==> config.mk <==
export PLATFORM = sky130hd
export DESIGN_NAME = data_mem_responder
export DESIGN_NICKNAME = d
export VERILOG_FILES = /design/src/rtl/dmem_pkg.sv /design/src/rtl/tx_fifo.sv /design/src/rtl/data_mem_responder.sv
export SDC_FILE = /design/constraint.sdc
export NUM_CORES = 2
export LEC_CHECK = 0
export BUFFER_PORTS_ARGS = -buffer_cell sky130_fd_sc_hd__buf_4
export CORE_MARGIN = 3
export CORE_UTILIZATION = 65
export DETAILED_ROUTE_END_ITERATION = 10
export GPL_ROUTABILITY_DRIVEN = 0
export PLACE_DENSITY = 0.82
export REMOVE_ABC_BUFFERS = 1
export SETUP_SLACK_MARGIN = 0.2
export SYNTH_ARGS = -nofsm -noshare
export SYNTH_HDL_FRONTEND = slang
export SYNTH_SLANG_ARGS = --single-unit
export TNS_END_PERCENT = 50
==> constraint.sdc <==
create_clock -name clk -period 6.3 [get_ports clk]
set_input_delay 0.945 -clock clk [delete_from_list [all_inputs] [get_ports clk]]
set_output_delay 0.945 -clock clk [all_outputs]
set_load 0.05 [all_outputs]
==> src/rtl/dmem_pkg.sv <==
// Shared address-decode constants and STATUS layout for the data-side responder.
// Offsets are word indices taken from ALUResult[4:2].
package dmem_pkg;

  localparam logic [3:0] RAM_REGION   = 4'h0;
  localparam logic [3:0] MMIO_REGION  = 4'h4;

  localparam logic [2:0] OFF_MTIME_LO = 3'd0;
  localparam logic [2:0] OFF_MTIME_HI = 3'd1;
  localparam logic [2:0] OFF_MTIMECMP = 3'd2;
  localparam logic [2:0] OFF_STATUS   = 3'd3;
  localparam logic [2:0] OFF_TXDATA   = 3'd4;

  localparam int ST_IRQ    = 0;
  localparam int ST_FULL   = 1;
  localparam int ST_EMPTY  = 2;
  localparam int ST_OVF    = 3;
  localparam int ST_CNT_LO = 4;

  localparam logic [31:0] MTIMECMP_RST = 32'hFFFF_FFFF;

endpackage

==> src/rtl/tx_fifo.sv <==
// Synchronous FIFO; push visible at the head one cycle later, pop on the edge.
// Push while full is dropped and flagged on overflow_o, regardless of a same-cycle pop.
module tx_fifo #(
  parameter int WIDTH = 8,
  parameter int DEPTH = 4
) (
  input  logic                       clk,
  input  logic                       rst,
  input  logic                       push_i,
  input  logic [WIDTH-1:0]           push_dat_i,
  input  logic                       pop_i,
  output logic [WIDTH-1:0]           head_dat_o,
  output logic                       full_o,
  output logic                       empty_o,
  output logic [$clog2(DEPTH):0]     count_o,
  output logic                       overflow_o
);

  localparam int PW = $clog2(DEPTH);
  localparam int CW = PW + 1;

  logic [WIDTH-1:0] mem_q [DEPTH];
  logic [PW-1:0]    wr_ptr_q, wr_ptr_d;
  logic [PW-1:0]    rd_ptr_q, rd_ptr_d;
  logic [CW-1:0]    count_q, count_d;
  logic             do_push, do_pop;

  assign full_o     = (count_q == CW'(DEPTH));
  assign empty_o    = (count_q == '0);
  assign count_o    = count_q;
  assign do_push    = push_i & ~full_o;
  assign do_pop     = pop_i & ~empty_o;
  assign overflow_o = push_i & full_o;
  // Storage is not reset, so mask the head while empty.
  assign head_dat_o = empty_o ? '0 : mem_q[rd_ptr_q];

  always_comb begin
    wr_ptr_d = wr_ptr_q;
    rd_ptr_d = rd_ptr_q;
    count_d  = count_q;
    if (do_push) wr_ptr_d = wr_ptr_q + PW'(1);
    if (do_pop)  rd_ptr_d = rd_ptr_q + PW'(1);
    case ({do_push, do_pop})
      2'b10:   count_d = count_q + CW'(1);
      2'b01:   count_d = count_q - CW'(1);
      default: count_d = count_q;
    endcase
  end

  always_ff @(posedge clk or posedge rst) begin
    if (rst) begin
      wr_ptr_q <= '0;
      rd_ptr_q <= '0;
      count_q  <= '0;
    end else begin
      wr_ptr_q <= wr_ptr_d;
      rd_ptr_q <= rd_ptr_d;
      count_q  <= count_d;
    end
  end

  always_ff @(posedge clk) begin
    if (do_push) mem_q[wr_ptr_q] <= push_dat_i;
  end

endmodule

==> src/rtl/data_mem_responder.sv <==
// Data-memory responder: combinational loads, edge-committed stores, RAM + timer + console TX MMIO.
// Console output is valid/ready; tx_valid depends only on FIFO state, never on tx_ready.
import dmem_pkg::*;

module data_mem_responder #(
  parameter int RAM_WORDS  = 64,
  parameter int FIFO_DEPTH = 4
) (
  input  logic        clk,
  input  logic        reset,
  input  logic        MemWrite,
  input  logic [31:0] ALUResult,
  input  logic [31:0] WriteData,
  output logic [31:0] ReadData,
  output logic [7:0]  tx_data,
  output logic        tx_valid,
  input  logic        tx_ready,
  output logic        timer_irq
);

  localparam int AW = $clog2(RAM_WORDS);
  localparam int CW = $clog2(FIFO_DEPTH) + 1;

  logic [31:0]   ram_q [RAM_WORDS];
  logic [63:0]   mtime_q, mtime_d;
  logic [31:0]   mtimecmp_q, mtimecmp_d;
  logic          irq_q, irq_d;
  logic          ovf_q, ovf_d;

  logic          ram_sel, mmio_sel;
  logic [AW-1:0] ram_idx;
  logic [2:0]    mmio_off;
  logic          wr_cmp, wr_status, wr_tx;
  logic          fifo_full, fifo_empty, fifo_push_ovf;
  logic [CW-1:0] fifo_count;
  logic [31:0]   status;
  logic          unused_addr;

  assign ram_sel   = (ALUResult[31:28] == RAM_REGION);
  assign mmio_sel  = (ALUResult[31:28] == MMIO_REGION);
  assign ram_idx   = ALUResult[AW+1:2];
  assign mmio_off  = ALUResult[4:2];
  // Upper RAM bits alias and byte-lane bits are ignored.
  assign unused_addr = ^ALUResult[27:0];

  assign wr_cmp    = MemWrite & mmio_sel & (mmio_off == OFF_MTIMECMP);
  assign wr_status = MemWrite & mmio_sel & (mmio_off == OFF_STATUS);
  assign wr_tx     = MemWrite & mmio_sel & (mmio_off == OFF_TXDATA);

  tx_fifo #(
    .WIDTH (8),
    .DEPTH (FIFO_DEPTH)
  ) u_tx_fifo (
    .clk        (clk),
    .rst        (reset),
    .push_i     (wr_tx),
    .push_dat_i (WriteData[7:0]),
    .pop_i      (tx_valid & tx_ready),
    .head_dat_o (tx_data),
    .full_o     (fifo_full),
    .empty_o    (fifo_empty),
    .count_o    (fifo_count),
    .overflow_o (fifo_push_ovf)
  );

  assign tx_valid  = ~fifo_empty;
  assign timer_irq = irq_q;

  always_comb begin
    status                   = '0;
    status[ST_IRQ]           = irq_q;
    status[ST_FULL]          = fifo_full;
    status[ST_EMPTY]         = fifo_empty;
    status[ST_OVF]           = ovf_q;
    status[ST_CNT_LO +: 4]   = 4'(fifo_count);
  end

  always_comb begin
    ReadData = '0;
    if (ram_sel) begin
      ReadData = ram_q[ram_idx];
    end else if (mmio_sel) begin
      case (mmio_off)
        OFF_MTIME_LO: ReadData = mtime_q[31:0];
        OFF_MTIME_HI: ReadData = mtime_q[63:32];
        OFF_MTIMECMP: ReadData = mtimecmp_q;
        OFF_STATUS:   ReadData = status;
        default:      ReadData = '0;
      endcase
    end
  end

  // Set terms are OR-ed after the W1C mask so a same-cycle set always wins.
  always_comb begin
    mtime_d    = mtime_q + 64'd1;
    mtimecmp_d = wr_cmp ? WriteData : mtimecmp_q;
    irq_d      = (mtime_q[31:0] == mtimecmp_q) | (irq_q & ~(wr_status & WriteData[ST_IRQ]));
    ovf_d      = fifo_push_ovf | (ovf_q & ~(wr_status & WriteData[ST_OVF]));
  end

  always_ff @(posedge clk or posedge reset) begin
    if (reset) begin
      mtime_q    <= '0;
      mtimecmp_q <= MTIMECMP_RST;
      irq_q      <= 1'b0;
      ovf_q      <= 1'b0;
    end else begin
      mtime_q    <= mtime_d;
      mtimecmp_q <= mtimecmp_d;
      irq_q      <= irq_d;
      ovf_q      <= ovf_d;
    end
  end

  always_ff @(posedge clk) begin
    if (MemWrite && ram_sel) ram_q[ram_idx] <= WriteData;
  end

endmodule

== Word-level counts from Yosys, hierarchy flattened ==
Memories as Yosys holds them, arrays and structs flattened.
Cells that the tools add are included.
Cells by class
  $add $sub $neg: 5
  eq/ne operators: 9
  reduce and logical (&&, ||, !) cells: 5
  mux-type cells: 9
  bitwise operators: 18
Operators by type and width (number)
  $pmux 32 s4: 1
  $add 64x1->64 const B: 1
  $mux 32: 2
  $eq 32x32->1: 1
  $and 1x1->1: 12
  $mux 8: 1
  $eq 3x2->1 const B: 2
  $eq 3x3->1 const B: 2
  $logic_not 3->1: 2
  $pmux 3 s2: 1
  $add 2x1->2 const B: 2
  $eq 4x3->1 const B: 1
  $logic_not 4->1: 1
  $mux 1: 4
  $not 1->1: 4
  $add 3x1->3 const B: 1
  $eq 3x1->1 const B: 1
  $sub 3x1->3 const B: 1
  $eq 2x1->1 const B: 1
  $eq 2x2->1 const B: 1
  $or 1x1->1: 2
  $reduce_bool 2->1: 1
  $logic_and 1x1->1: 1
Storage, ports and cells
  memories: 2
  memory bits (writable): 2080
  input bits: 68
  register bits after elaboration: 105
  word-level logic and storage cells: 55
  output and inout bits: 42
Memories
  ram_q: words 64, width 32, rd ports 1, clocked after Yosys merged registers in 0, wr ports 1, RTL line data_mem_responder.sv:24  | logic [31:0] ram_q [RAM_WORDS];
  u_tx_fifo.mem_q: words 4, width 8, rd ports 1, clocked after Yosys merged registers in 0, wr ports 1, RTL line tx_fifo.sv:22  | logic [WIDTH-1:0] mem_q [DEPTH];

== Depth between registers and ports, before layout ==
  depth in word-level cells: 7
  mapped depth: 14
  mapped depth without buffers: 11

== Cells and area by module ==
From an unflattened synthesis, not the netlist that was laid out.
Second synthesis, totals
  cell total of the unflattened synthesis: 4085
  area total of the unflattened synthesis: 85533.3 um2
Modules (own cells, without submodules)
  data_mem_responder: times used 1, area an instance 83866.7 um2, cells an instance 3994, seq. area each 63991.4 um2
  tx_fifo: times used 1, area an instance 1666.6 um2, cells an instance 91, seq. area each 1136.1 um2

== Least setup slack after synthesis ==
OpenSTA, ideal clock, no wires.
  path type: input to output
  start point: in ALUResult[3]
  end point: out ReadData[29]
  required time: 5.355 ns
  setup slack: 2.078 ns
  buffers on the path: 3
  data arrival time: 3.277 ns
  cell stages on the path: 9
  cells stage by stage: buf_4 -> nor2_1 -> buf_2 -> buf_1 -> a22oi_1 -> o32ai_1 -> a221oi_1 -> and4b_1 -> o21ai_0
On the way
  word-level cells in the longest chain between the ends: 4
  elaborated cells between the ends (all ways): 8
  classes of those cells: 3 x eq/ne; 3 x mux; 1 x reduce/logical; 1 x memory
RTL lines
  from (decl): RTL line data_mem_responder.sv:12  | input logic [31:0] ALUResult,
  branches (longest 3 deep; another with $mem_v2 64x32)
  $mux 32 *: RTL line data_mem_responder.sv:80  | if (ram_sel) begin
  to (decl): RTL line data_mem_responder.sv:14  | output logic [31:0] ReadData,
Every way passes the cells marked *.

== Final worst setup path ==
  start point: in ALUResult[3]
  end point: out ReadData[1]
Same word-level chain as after synthesis.

==> summary.md <==
Setup repair after global routing left no endpoint under its margin. Width of the die: 370.2 um. Summing every instance area after synthesis gives 86240 um2. Synthesis instantiated 74 different standard cells from the library.

The async set-or-reset flop fraction in the synthesized netlist is 0.04805, and the wire length per cell is 33.83 um. The detailed-router iteration count before antenna repair is 6, and the clock transition at the register clock pins on the worst setup and hold paths after CTS is 0.07 ns. The routed wire length is 244200 um, and the total overflow reported by the global router is 0.

The quantity of gates resized following cts came out at 0. The logs give 138700 um for the HPWL after detailed placement and 31.72 nW for the leakage power. For this run, design rule violations remaining after detail routing come to 0. The tools report the source of the worst register-to-register timing path as mtime_q[11]$_DFF_PP0_. Number of DRC markers in iteration 0: 8778. The post-route core utilization is 0.7306, and the TritonCTS buffer count is 201. The tools report the post-synthesis sequential area ratio as 0.7552. Dividing total power by cell area gives a power density of 310.1 nW/um2.

Count of final max-slew check failures: 0. TritonCTS built the clock tree. The antenna violation net count after detailed routing was 0; the count of buffers from port buffering was 87. The final cycle utilization of the critical path was 0.8888.

The via count of the first global-routing pass is 51530, and the number of storage elements in the synthesis netlist is 2185. The critical path is of the input pin to primary output type. The worst-case IR drop observed on VDD is 0.3456 mV. The die covers 137100 um2. Kind of cell adding the most delay to the critical path: buffers and inverters.

The master of the slowest instance on the critical path is sky130_fd_sc_hd__o21ai_0. The cell count after synthesis came out at 5154. Entering global routing, the biggest net connects 147 pins. STA classifies the critical path endpoint as a primary output. The clock arrives with 0.02225 ns of skew. For the initial antenna violation count, the log shows 17. The flip-flop cell with the highest count after synthesis is sky130_fd_sc_hd__edfxtp_1.

The cts-stage hold buffer count is 0, and the actual slew at the worst max-slew pin is 1.424 ns. The tools report the row count as 133. In this design, the stage delay of the slowest critical-path cell is 0.89 ns. In this run the post-CTS setup repair buffer count came out at 0. The synthesized design contains 2080 enable-type register cells.

Final-report hold violation count: 0. CTS saw 2185 sinks. The global-route wire length before repair is 349200 um, and the combined buffer and inverter count along the critical path is 4. The area growth from synthesis to layout is 11.51%. Proportion of layout cells with a drive suffix above 1: 0.1802. The total global-route track usage is 0.3550, and the die boundary height is 370.2 um.

The max capacitance violation total is 0, and the net count reported at finish is 5364. The run finished with clean final reports. The mean number of vias per cell is 7.284, and the H-tree depth is 4.

The tools report the library cell used as clock root buffer as sky130_fd_sc_hd__clkbuf_16. Data on the critical path arrives at its endpoint at 4.65 ns. For the count of warnings emitted by yosys, the log shows 0. The highest attainable clock frequency is 178.6 MHz. Across all layers, the routed design uses 52570 vias. The shortest period the worst path allows came out at 5.599 ns. The min-delay analysis places its worst path in the category input pin to asynchronous set/reset pin. After synthesis, the mean cell area works out to 16.73 um2.

The area of the core was 131600 um2. The logs give 0.6552 for the starting utilization of the core area and 0 for the final-report setup violation count. In this design, the critical path's most frequently occurring cell is sky130_fd_sc_hd__buf_4. The required time of the worst setup path is 5.35 ns, and the worst-case headroom to the max-slew limit is 0.05083. In this run the worst setup path begins at ALUResult[3]. The worst-case clock buffer depth is 3, and the maximum fanout along the worst path is 54. For the worst-skew pair, the clock arrives at the later sink with an insertion delay of 0.85 ns. The run gives 0 ns as the aggregate negative setup slack. The number of top-level pins came out at 110. Walking the worst path, the cells encountered are buf_8 -> or2_2 -> buf_4 -> o22ai_1 -> o21ai_0 -> and4_1 -> o21ai_1 -> buf_4 -> buf_4. STA classifies the critical path startpoint as an input pin.
## logic make-up after synthesis
group,after synthesis,synth area share
mux,588,0.07700
fa+ha+maj,7,0.001103
compound gates,1159,0.09699
flops,2185,0.7552
buf+inv,376,0.02020
xor+xnor,100,0.01016
simple gates,739,0.03935
## per-layer routing
layer	wire, um	GRT usage
met3	33030	0.1019
met5	41	0
met1	81310	0.4533
met4	17960	0.2320
met2	111800	0.5368
## power by group
group	switching (mW)	total, mW	internal (mW)
sequential	0.0667	16.0	16.0
clock	5.33	11.9	6.52
combinational	1.35	1.94	0.596
## cell usage after synthesis (45+ instances only)
library cell | number | share of area
sky130_fd_sc_hd__a22o_1 | 60 | 0.0061
sky130_fd_sc_hd__a22oi_1 | 227 | 0.020
sky130_fd_sc_hd__o21ai_0 | 187 | 0.011
sky130_fd_sc_hd__a21oi_1 | 102 | 0.0059
sky130_fd_sc_hd__clkbuf_1 | 159 | 0.0069
sky130_fd_sc_hd__xnor2_1 | 47 | 0.0048
sky130_fd_sc_hd__o22ai_1 | 156 | 0.011
sky130_fd_sc_hd__buf_2 | 137 | 0.0080
sky130_fd_sc_hd__a221o_1 | 45 | 0.0052
sky130_fd_sc_hd__nand2_1 | 249 | 0.011
sky130_fd_sc_hd__xor2_1 | 53 | 0.0054
sky130_fd_sc_hd__a221oi_1 | 218 | 0.022
sky130_fd_sc_hd__dfrtp_1 | 73 | 0.021
sky130_fd_sc_hd__edfxtp_1 | 2080 | 0.72
sky130_fd_sc_hd__mux2_2 | 243 | 0.032
sky130_fd_sc_hd__nor2_1 | 256 | 0.011
sky130_fd_sc_hd__mux2i_1 | 309 | 0.036
## registers in the layout (all words and copies together) (netlist names)
signal / count
ram_q: 2048
mtime_q: 64
mtimecmp_q: 32
u_tx_fifo.mem_q: 32
u_tx_fifo.count_o: 3
u_tx_fifo.rd_ptr_q: 2
u_tx_fifo.wr_ptr_q: 2
ovf_q: 1
timer_irq: 1
## placed cells by master (no fill, tap or decap), drive strengths merged, types with 14 or more instances in the layout
master	n
a221oi	218
mux2	243
nand2	249
nor2	258
and2	41
inv	24
nor3	37
mux2i	309
nor4	14
clkinv	87
nand4	43
a31oi	23
o21ai	188
and4	16
o2111ai	20
a21oi	102
clkbuf	249
a221o	45
edfxtp	2080
xnor2	47
a22o	60
nand3	35
mux4	36
o22ai	156
buf	291
xor2	53
o31a	20
bufinv	14
dfrtp	73
a22oi	227
and3	14
a32oi	35
dfstp	32
a211oi	21
## cell type report
cell class	count	area, um2
clock buffer	249	5263
sequential	2185	65130
fill	7262	35470
timing repair buffer	291	2495
clock inverter	121	1082
tap	1755	2196
multi-input combinational	2593	19910
inverter	17	73.82
antenna	7	17.52
## worst reg2reg max path: stages, from the launching register on
cell,delay (ns)
sky130_fd_sc_hd__dfrtp_1,0.51
sky130_fd_sc_hd__and4_1,0.40
sky130_fd_sc_hd__nand4_1,0.35
sky130_fd_sc_hd__nor3_4,0.40
sky130_fd_sc_hd__and2_0,0.36
sky130_fd_sc_hd__nand4_1,0.16
sky130_fd_sc_hd__xnor2_1,0.16
## worst paths after layout
kind / end / slack (ns) / cells after the start
setup reg to reg: mtime_q[53]$_DFF_PP0_ / 3.86 / 6
min in group clk: mtime_q[63]$_DFF_PP0_ / 0.49 / 1
max in group asynchronous: ovf_q$_DFF_PP0_ / 4.98 / 3
setup / recovery: ReadData[1] / 0.70 / 9
hold reg to reg: mtime_q[63]$_DFF_PP0_ / 0.49 / 1
hold / removal: mtime_q[53]$_DFF_PP0_ / 0.22 / 2
## per-stage QoR
stage	power, mW	instance area [um2]	hold WS [ns]	setup slack [ns]	std cells
6_report	29.82	96160	0.2151	0.7007	7218
5_1_grt	30.44	96150	0.2608	0.7934	7212
4_1_cts	29.75	96140	0.2031	1.037	7211
3_5_place_dp	18.20	89800	0.4580	1.046	6841
3_3_place_gp	18.14	89800	0.4546	1.109	6841
2_1_floorplan	17.24	84560	0.4362	-5.047	4795
No activity file was read; power rests on OpenSTA's default activity.
